[src/rtl/step_ctrl_pkg.sv]
// Shared definitions for the step controller: FSM state encoding and
// the width of the button debounce counter.
package step_ctrl_pkg;

   typedef enum logic [1:0] {
      STOP = 2'd0,
      RUN  = 2'd1,
      STEP = 2'd2,
      HALT = 2'd3
   } ctrlState_t;

   localparam int unsigned DEBOUNCE_WIDTH = 16;

endpackage

[src/rtl/button_debouncer.sv]
// Synchronizes the raw step pushbutton, filters contact bounce and emits
// a one-cycle stepPress on each accepted press (stable 0->1 transition).
module button_debouncer
   import step_ctrl_pkg::*;
#(
   parameter int unsigned DEBOUNCE_CYCLES = 16
)
(
   input  logic clockIn,
   input  logic resetN,
   input  logic buttonRaw,
   output logic stableLevel,
   output logic stepPress
);

   localparam logic [DEBOUNCE_WIDTH-1:0] COUNT_LAST = DEBOUNCE_WIDTH'(DEBOUNCE_CYCLES - 1);

   logic                      buttonMeta;
   logic                      buttonSync;
   logic [DEBOUNCE_WIDTH-1:0] debounceCount;

   // Two-flop synchronizer for the asynchronous button level
   always_ff @(posedge clockIn or negedge resetN) begin
      if (!resetN) begin
         buttonMeta <= 1'b0;
         buttonSync <= 1'b0;
      end else begin
         buttonMeta <= buttonRaw;
         buttonSync <= buttonMeta;
      end
   end

   // Accept a new level only after it persists DEBOUNCE_CYCLES cycles; pulse on accepted rise
   always_ff @(posedge clockIn or negedge resetN) begin
      if (!resetN) begin
         stableLevel   <= 1'b0;
         debounceCount <= '0;
         stepPress     <= 1'b0;
      end else begin
         stepPress <= 1'b0;
         if (buttonSync != stableLevel) begin
            if (debounceCount == COUNT_LAST) begin
               stableLevel   <= buttonSync;
               debounceCount <= '0;
               stepPress     <= buttonSync;
            end else begin
               debounceCount <= debounceCount + DEBOUNCE_WIDTH'(1);
            end
         end else begin
            debounceCount <= '0;
         end
      end
   end

endmodule

[src/rtl/step_controller.sv]
// CPU clock-enable controller: free-run, single-step and halt handling.
// Issues one-cycle cpuEnable pulses aligned to rising edges of slowClock
// and counts them in stepCount.
module step_controller
   import step_ctrl_pkg::*;
#(
   parameter int unsigned DEBOUNCE_CYCLES = 16
)
(
   input  logic        clockIn,
   input  logic        resetN,
   input  logic        slowClock,
   input  logic        runSwitch,
   input  logic        stepButton,
   input  logic        haltReq,
   output logic        cpuEnable,
   output logic        running,
   output logic [15:0] stepCount
);

   logic       slowMeta;
   logic       slowSync;
   logic       slowDly;
   logic       slowTick;
   logic       runMeta;
   logic       runSync;
   logic       buttonLevel;
   logic       stepPress;
   logic       enableNext;
   ctrlState_t state;
   ctrlState_t stateNext;

   button_debouncer #(
      .DEBOUNCE_CYCLES(DEBOUNCE_CYCLES)
   ) u_debouncer (
      .clockIn    (clockIn),
      .resetN     (resetN),
      .buttonRaw  (stepButton),
      .stableLevel(buttonLevel),
      .stepPress  (stepPress)
   );

   // Synchronize slowClock and runSwitch; keep a delayed slowClock copy for edge detection
   always_ff @(posedge clockIn or negedge resetN) begin
      if (!resetN) begin
         slowMeta <= 1'b0;
         slowSync <= 1'b0;
         slowDly  <= 1'b0;
         runMeta  <= 1'b0;
         runSync  <= 1'b0;
      end else begin
         slowMeta <= slowClock;
         slowSync <= slowMeta;
         slowDly  <= slowSync;
         runMeta  <= runSwitch;
         runSync  <= runMeta;
      end
   end

   // One clockIn cycle per slowClock rising edge
   always_comb begin
      slowTick = slowSync & ~slowDly;
   end

   // Next state and enable decision; haltReq outranks any tick, stop request outranks a run tick
   always_comb begin
      stateNext  = state;
      enableNext = 1'b0;
      case (state)
         STOP: begin
            if (runSync) begin
               stateNext = RUN;
            end else if (stepPress) begin
               stateNext = STEP;
            end
         end
         RUN: begin
            if (haltReq) begin
               stateNext = HALT;
            end else if (!runSync) begin
               stateNext = STOP;
            end else if (slowTick) begin
               enableNext = 1'b1;
            end
         end
         STEP: begin
            if (haltReq) begin
               stateNext = HALT;
            end else if (slowTick) begin
               enableNext = 1'b1;
               stateNext  = STOP;
            end
         end
         HALT: begin
            if (!runSync && !buttonLevel) begin
               stateNext = STOP;
            end
         end
         default: stateNext = STOP;
      endcase
   end

   // State, registered outputs and the pulse counter
   always_ff @(posedge clockIn or negedge resetN) begin
      if (!resetN) begin
         state     <= STOP;
         cpuEnable <= 1'b0;
         running   <= 1'b0;
         stepCount <= '0;
      end else begin
         state     <= stateNext;
         cpuEnable <= enableNext;
         running   <= (stateNext == RUN);
         if (enableNext) begin
            stepCount <= stepCount + 16'd1;
         end
      end
   end

endmodule
[config.mk]
export PLATFORM = sky130hd
export DESIGN_NAME = step_controller
export DESIGN_NICKNAME = d
export VERILOG_FILES = /design/src/rtl/step_ctrl_pkg.sv /design/src/rtl/button_debouncer.sv /design/src/rtl/step_controller.sv
export SDC_FILE = /design/constraint.sdc
export NUM_CORES = 1
export LEC_CHECK = 0
export BUFFER_PORTS_ARGS = -buffer_cell sky130_fd_sc_hd__buf_2
export CAP_MARGIN = 20
export CORE_UTILIZATION = 40
export DETAILED_ROUTE_END_ITERATION = 10
export PLACE_DENSITY = 0.69
export SLEW_MARGIN = 20
export SYNTH_ARGS = -nofsm -noshare
export SYNTH_HDL_FRONTEND = slang
export SYNTH_SLANG_ARGS = --single-unit
[constraint.sdc]
create_clock -name clockIn -period 2.6 [get_ports clockIn]
set_input_delay 0.13 -clock clockIn [delete_from_list [all_inputs] [get_ports clockIn]]
set_output_delay 0.13 -clock clockIn [all_outputs]
set_load 0.005 [all_outputs]
== After elaboration in Yosys (flattened, before gate mapping) ==
Cells that the tools add are included.
Widths: inputs -> output; s select.
Word-level totals
  bits in registers: 45
  bits of input ports: 6
  output and inout port bits: 18
  logic and storage cells: 46
Cells by class
  $add $sub $neg: 2
  equal/unequal tests: 6
  mux-type cells: 17
  bitwise operators: 2
  reductions and logical operators: 5
Operators with widths (number)
  $add 16x1->16 const B: 2
  $mux 16: 2
  $eq 16x4->1 const B: 1
  $mux 2: 7
  $pmux 2 s4: 1
  $mux 1: 6
  $eq 2x1->1 const B: 2
  $eq 2x2->1 const B: 2
  $logic_not 1->1: 2
  $logic_not 2->1: 1
  $pmux 1 s2: 1
  $reduce_and 2->1: 1
  $and 1x1->1: 1
  $logic_and 1x1->1: 1
  $ne 1x1->1: 1
  $not 1->1: 1

== Logic depth before layout (Yosys ltp) ==
  depth after elaboration: 6
  mapped depth: 6
  gate-level depth less buffers: 6

== Hierarchy ==
A second synthesis with hierarchy kept.
Second synthesis, totals
  cell total of the unflattened synthesis: 184
  area, all modules: 2118.3 um2
By module, submodules not included
  step_controller: times used 1, cells an instance 96, area each 1157.4 um2, sequential area each 625.6 um2
  button_debouncer: times used 1, cells an instance 88, area each 960.9 um2, sequential area each 500.5 um2

== Worst setup path before layout ==
Ideal clock, no wire load.
  path type: register -> register
  start point: register state[1]
  end point: register stepCount[12]
  library setup time: 0.124 ns
  arrival: 1.547 ns
  data required time: 2.476 ns
  slack: 0.929 ns
  stages on the path, launching flop included: 7
  buffers on the path: 0
  clock period less this slack: 1.671 ns
  cell sequence: dfrtp_1 -> inv_1 -> ha_1 -> nand4bb_4 -> nor4b_4 -> nand3_1 -> xnor2_1
On the way
  word-level cells in the longest chain between the ends: 2
  elaborated cells between the ends (all ways): 3
  classes of those cells: 2 x eq/ne; 1 x mux
Ends and longest elaborated chain
  from (decl): line step_controller.sv:30  | ctrlState_t state;
  from (signal assigned): line step_controller.sv:111  | state <= stateNext;
  $eq 2x2->1 / $eq 2x1->1 (equally long branches): line step_controller.sv:69  | case (state)
  $pmux 1 s2 (*): line step_controller.sv:69
  to (signal assigned): line step_controller.sv:115  | stepCount <= stepCount + 16'd1;
  to (decl): line step_controller.sv:18  | output logic [15:0] stepCount
Every way passes the cells marked *; elsewhere a longest branch is shown, timed or not.
A chain may end at the register's enable or synchronous reset.

== Worst setup path in the final report ==
  start point: register state[0]
  end point: register stepCount[7]
The elaborated chain is that of the path after synthesis.

==> reports/qor.yml <==
run_status:
  status: "completed"
cts:
  clock_latency_ps: 300
  cts.sinks: 45
  cts_tree: "built"
  numCtsBuffers: 5
  cts-root-buf: "clkbuf_8"
  cts_resized: 0
  cts.htree.levels: 2
  cts_setup_buffers: 0
  cts.path.max_buffers: 2
  clk_pin_slew_ps: 80
placement:
  dp.cells: 266
  gp_congestion: 0.7681
  port_buffers: 23
  dp_hpwl_um: 2450
global_route:
  grt_max_degree: 46
  grt_pass1_wl_um: 6127
  grt_pass1_vias: 1395
  gr-total-overflow: 0
  grt_usage: 0.1502
  antenna_found_initial: 0
sta:
  layout_min_cycle_time_ps: 1810
  drv_slew: 0
  finClkSkew_ps: 6.878
  relSlewSlack: 0.6346
  fin_setup_tns_ps: 0
  grt_setup_unrepaired: "false"
  fmaxAchievable_mhz: 552.4
  final_hold_viol_count: 0
  worst_slew_pin_slew_ps: 548.0
  period_share: 0.6963
  finalSetupViolations: 0
die:
  fp.dieW_um: 73.63
  dieArea_mm2: 0.005421
  coreArea_mm2: 0.004817
  start_util: 0.4260
  die_h_um: 73.63
  top_level_ports: 24
  rows: 25
logic_synthesis:
  syn_area_mm2: 0.002052
  yosysUniqueCellTypes: 36
  syn-num-nets: 189
  syn_inst: 177
  netlist_top_cells_area: "dfrtp_1 55%, xnor2_1 9.0%, ha_1 3.7%, nand4_1 3.7%, xor2_1 3.4%"
  synth-warning-count: 0
  yosys.area.top_type_share: 0.5488
  synth-seq-area-share: 0.5488
  synth.avg_cell_area_um2: 11.59
  yosys.area.top_type: "dfrtp_1"
  ys_ff_latch: 45
finish:
  drive_above_1_share: 0.1943
  n_antenna_cell: 0
  stdcell_count: 278
  area_growth_pct: 16.10
  layout.nets: 222
  n_fill_cell: 470
setup_path:
  worstPathMaxFanout: 5
  worstReg2RegStart: "state[0]"
  path_cells: "inv_1, ha_1, nand4bb_4, nor3_1, nand3_1, xnor2_1"
  cpPeakStageDelay_ps: 420
  endpoint_kind: "register"
  cp-start-kind: "register"
  cp-startpoint: "state[0]"
  critPathKind: "reg -> reg"
  slowest_stage: "dfrtp_1"
  worstPathRequired_ps: 2780
  worstPathArrival_ps: 2000
power_and_ir_drop:
  power_density_mw_per_mm2: 655.4
  p_leak_nw: 1.084
  ir_worst_vdd_v: 0.0003414
detailed_routing:
  first_iter_violations: 59
  ant_nets: 0
  wl_per_cell_um: 12.63
  vias_per_cell: 5.191
  dr.pass1.iters: 4
  drc: 0
  routed_wl_um: 3511
  via_count: 1443
job:
  maxCapViolCount: 0
hold_path:
  holdCritPathClass: "in -> reg"
  worstHoldStart: "haltReq"
## power by group
part / leakage [nW] / switching, mW / internal, mW
clock: 0.0512 / 0.232 / 0.215
sequential: 0.603 / 0.0527 / 0.750
combinational: 0.430 / 0.175 / 0.136
## cells by family after synthesis
kind of cell / count (synthesis) / synth area share
AOI/OAI and AO/OA: 13 / 0.04512
xor gates and xnor gates: 29 / 0.1238
buffers and inverters: 6 / 0.01281
muxes: 2 / 0.01097
and+or+nand+nor: 76 / 0.2220
adders and majority gates: 6 / 0.03658
DFF: 45 / 0.5488
## synth_stat cells
master	instances
nor2b_1	1
buf_4	1
nand2_2	1
mux2_2	2
xnor2_1	21
nand4_1	12
a21o_1	1
nor4_1	6
nor3_1	5
o311ai_0	1
nand3b_1	1
and3_1	3
nor2_2	1
or3b_2	1
inv_1	5
a31oi_1	2
nand2_1	9
a31o_2	1
nand4bb_4	1
o21ai_0	3
o22a_1	1
o211a_1	1
nand3_1	10
nand2b_1	1
dfrtp_1	45
nor4b_4	1
and4_1	2
nor3b_1	1
a21oi_1	1
ha_1	6
nand4b_1	1
a21oi_2	1
nor2_1	18
xor2_1	8
o21a_1	1
nor4_4	1
## final timing paths
path | slack [ps] | end | cells after the start
max | 790 | stepCount[7] | 6
min | 270 | cpuEnable | 3
max reg2reg | 790 | stepCount[7] | 6
min reg2reg | 350 | u_debouncer.buttonSync | 0
max in group asynchronous | 1860 | u_debouncer.debounceCount[14] | 2
min in group asynchronous | 360 | stepCount[2] | 2
## timing repair
| item | 4_1_cts | 5_1_grt |
|---|---|---|
| hold buffers | 3 | 1 |
| endpoints found under the setup margin | 0 | 0 |
| endpoints found under the hold margin | 3 | 45 |
## critical path: cells and delay by family (launching register included)
kind / cells / cell delay (ps)
XOR/XNOR: 1 / 140
adder cells (fa/ha/maj): 1 / 330
buffers and inverters: 1 / 80
flip-flops: 1 / 420
AND/OR/NAND/NOR: 3 / 740
## state kept, by name, indices dropped and copies added, names as in the netlist
register and count:
cpuEnable 1, runMeta 1, runSync 1, running 1, slowDly 1, slowMeta 1, slowSync 1, state 2
stepCount 16, u_debouncer.buttonMeta 1, u_debouncer.buttonSync 1, u_debouncer.debounceCount 16, u_debouncer.stableLevel 1, u_debouncer.stepPress 1
## area by class of cell
| class | instances | area (um2) | share of cell area |
|---|---|---|---|
| Inverter | 5 | 18.77 | 0.007878 |
| Sequential cell | 45 | 1126 | 0.4727 |
| Tap cell | 67 | 83.83 | 0.03519 |
| Clock buffer | 6 | 82.58 | 0.03466 |
| Timing Repair Buffer | 27 | 157.7 | 0.06618 |
| Multi-Input combinational cell | 126 | 899.6 | 0.3776 |
| Clock inverter | 2 | 13.76 | 0.005777 |
## metrics by stage
step / total power, mW / utilization / cell area, um2 / hold WS [ps] / setup WS, ps
6_report: 1.561 / 0.4945 / 2382 / 266.6 / 789.7
2_1_floorplan: 1.033 / - / 2052 / -165.6 / 928.7
4_1_cts: 1.589 / 0.4919 / 2370 / 20.31 / 772.6
3_3_place_gp: 1.114 / 0.4657 / 2243 / 237.3 / 835.8
3_5_place_dp: 1.127 / 0.4657 / 2243 / 239.7 / 794.0
5_1_grt: 1.658 / 0.4945 / 2382 / 283.8 / 660.5
## layout by cell type, fill, tap and decap left out, types with 2 or more instances in the layout
cell           netlist  routed
and3_1               3       3
nand2_1              9       9
nand4_1             12      12
ha_1                 6       6
nand3_1             10      10
xnor2_1             21      21
dfrtp_1             45      45
clkbuf_8             0       6
inv_1                5       5
mux2_2               2       2
buf_2                0      22
a31oi_1              2       2
xor2_1               8       8
and4_1               2       2
o21ai_0              3       3
nor2_1              18      18
nor3_1               5       5
dlygate4sd3_1        0       4
nor4_1               6       6
## layer usage
metal  vias up  track usage  part of all wire
met5         -            0                 0
met4         0      0.05128             0.013
met3         4      0.04938             0.036
met2        31       0.2457              0.48
met1       717       0.1865              0.47
li1        691            -                 -
(Power assumes the default switching activity.)
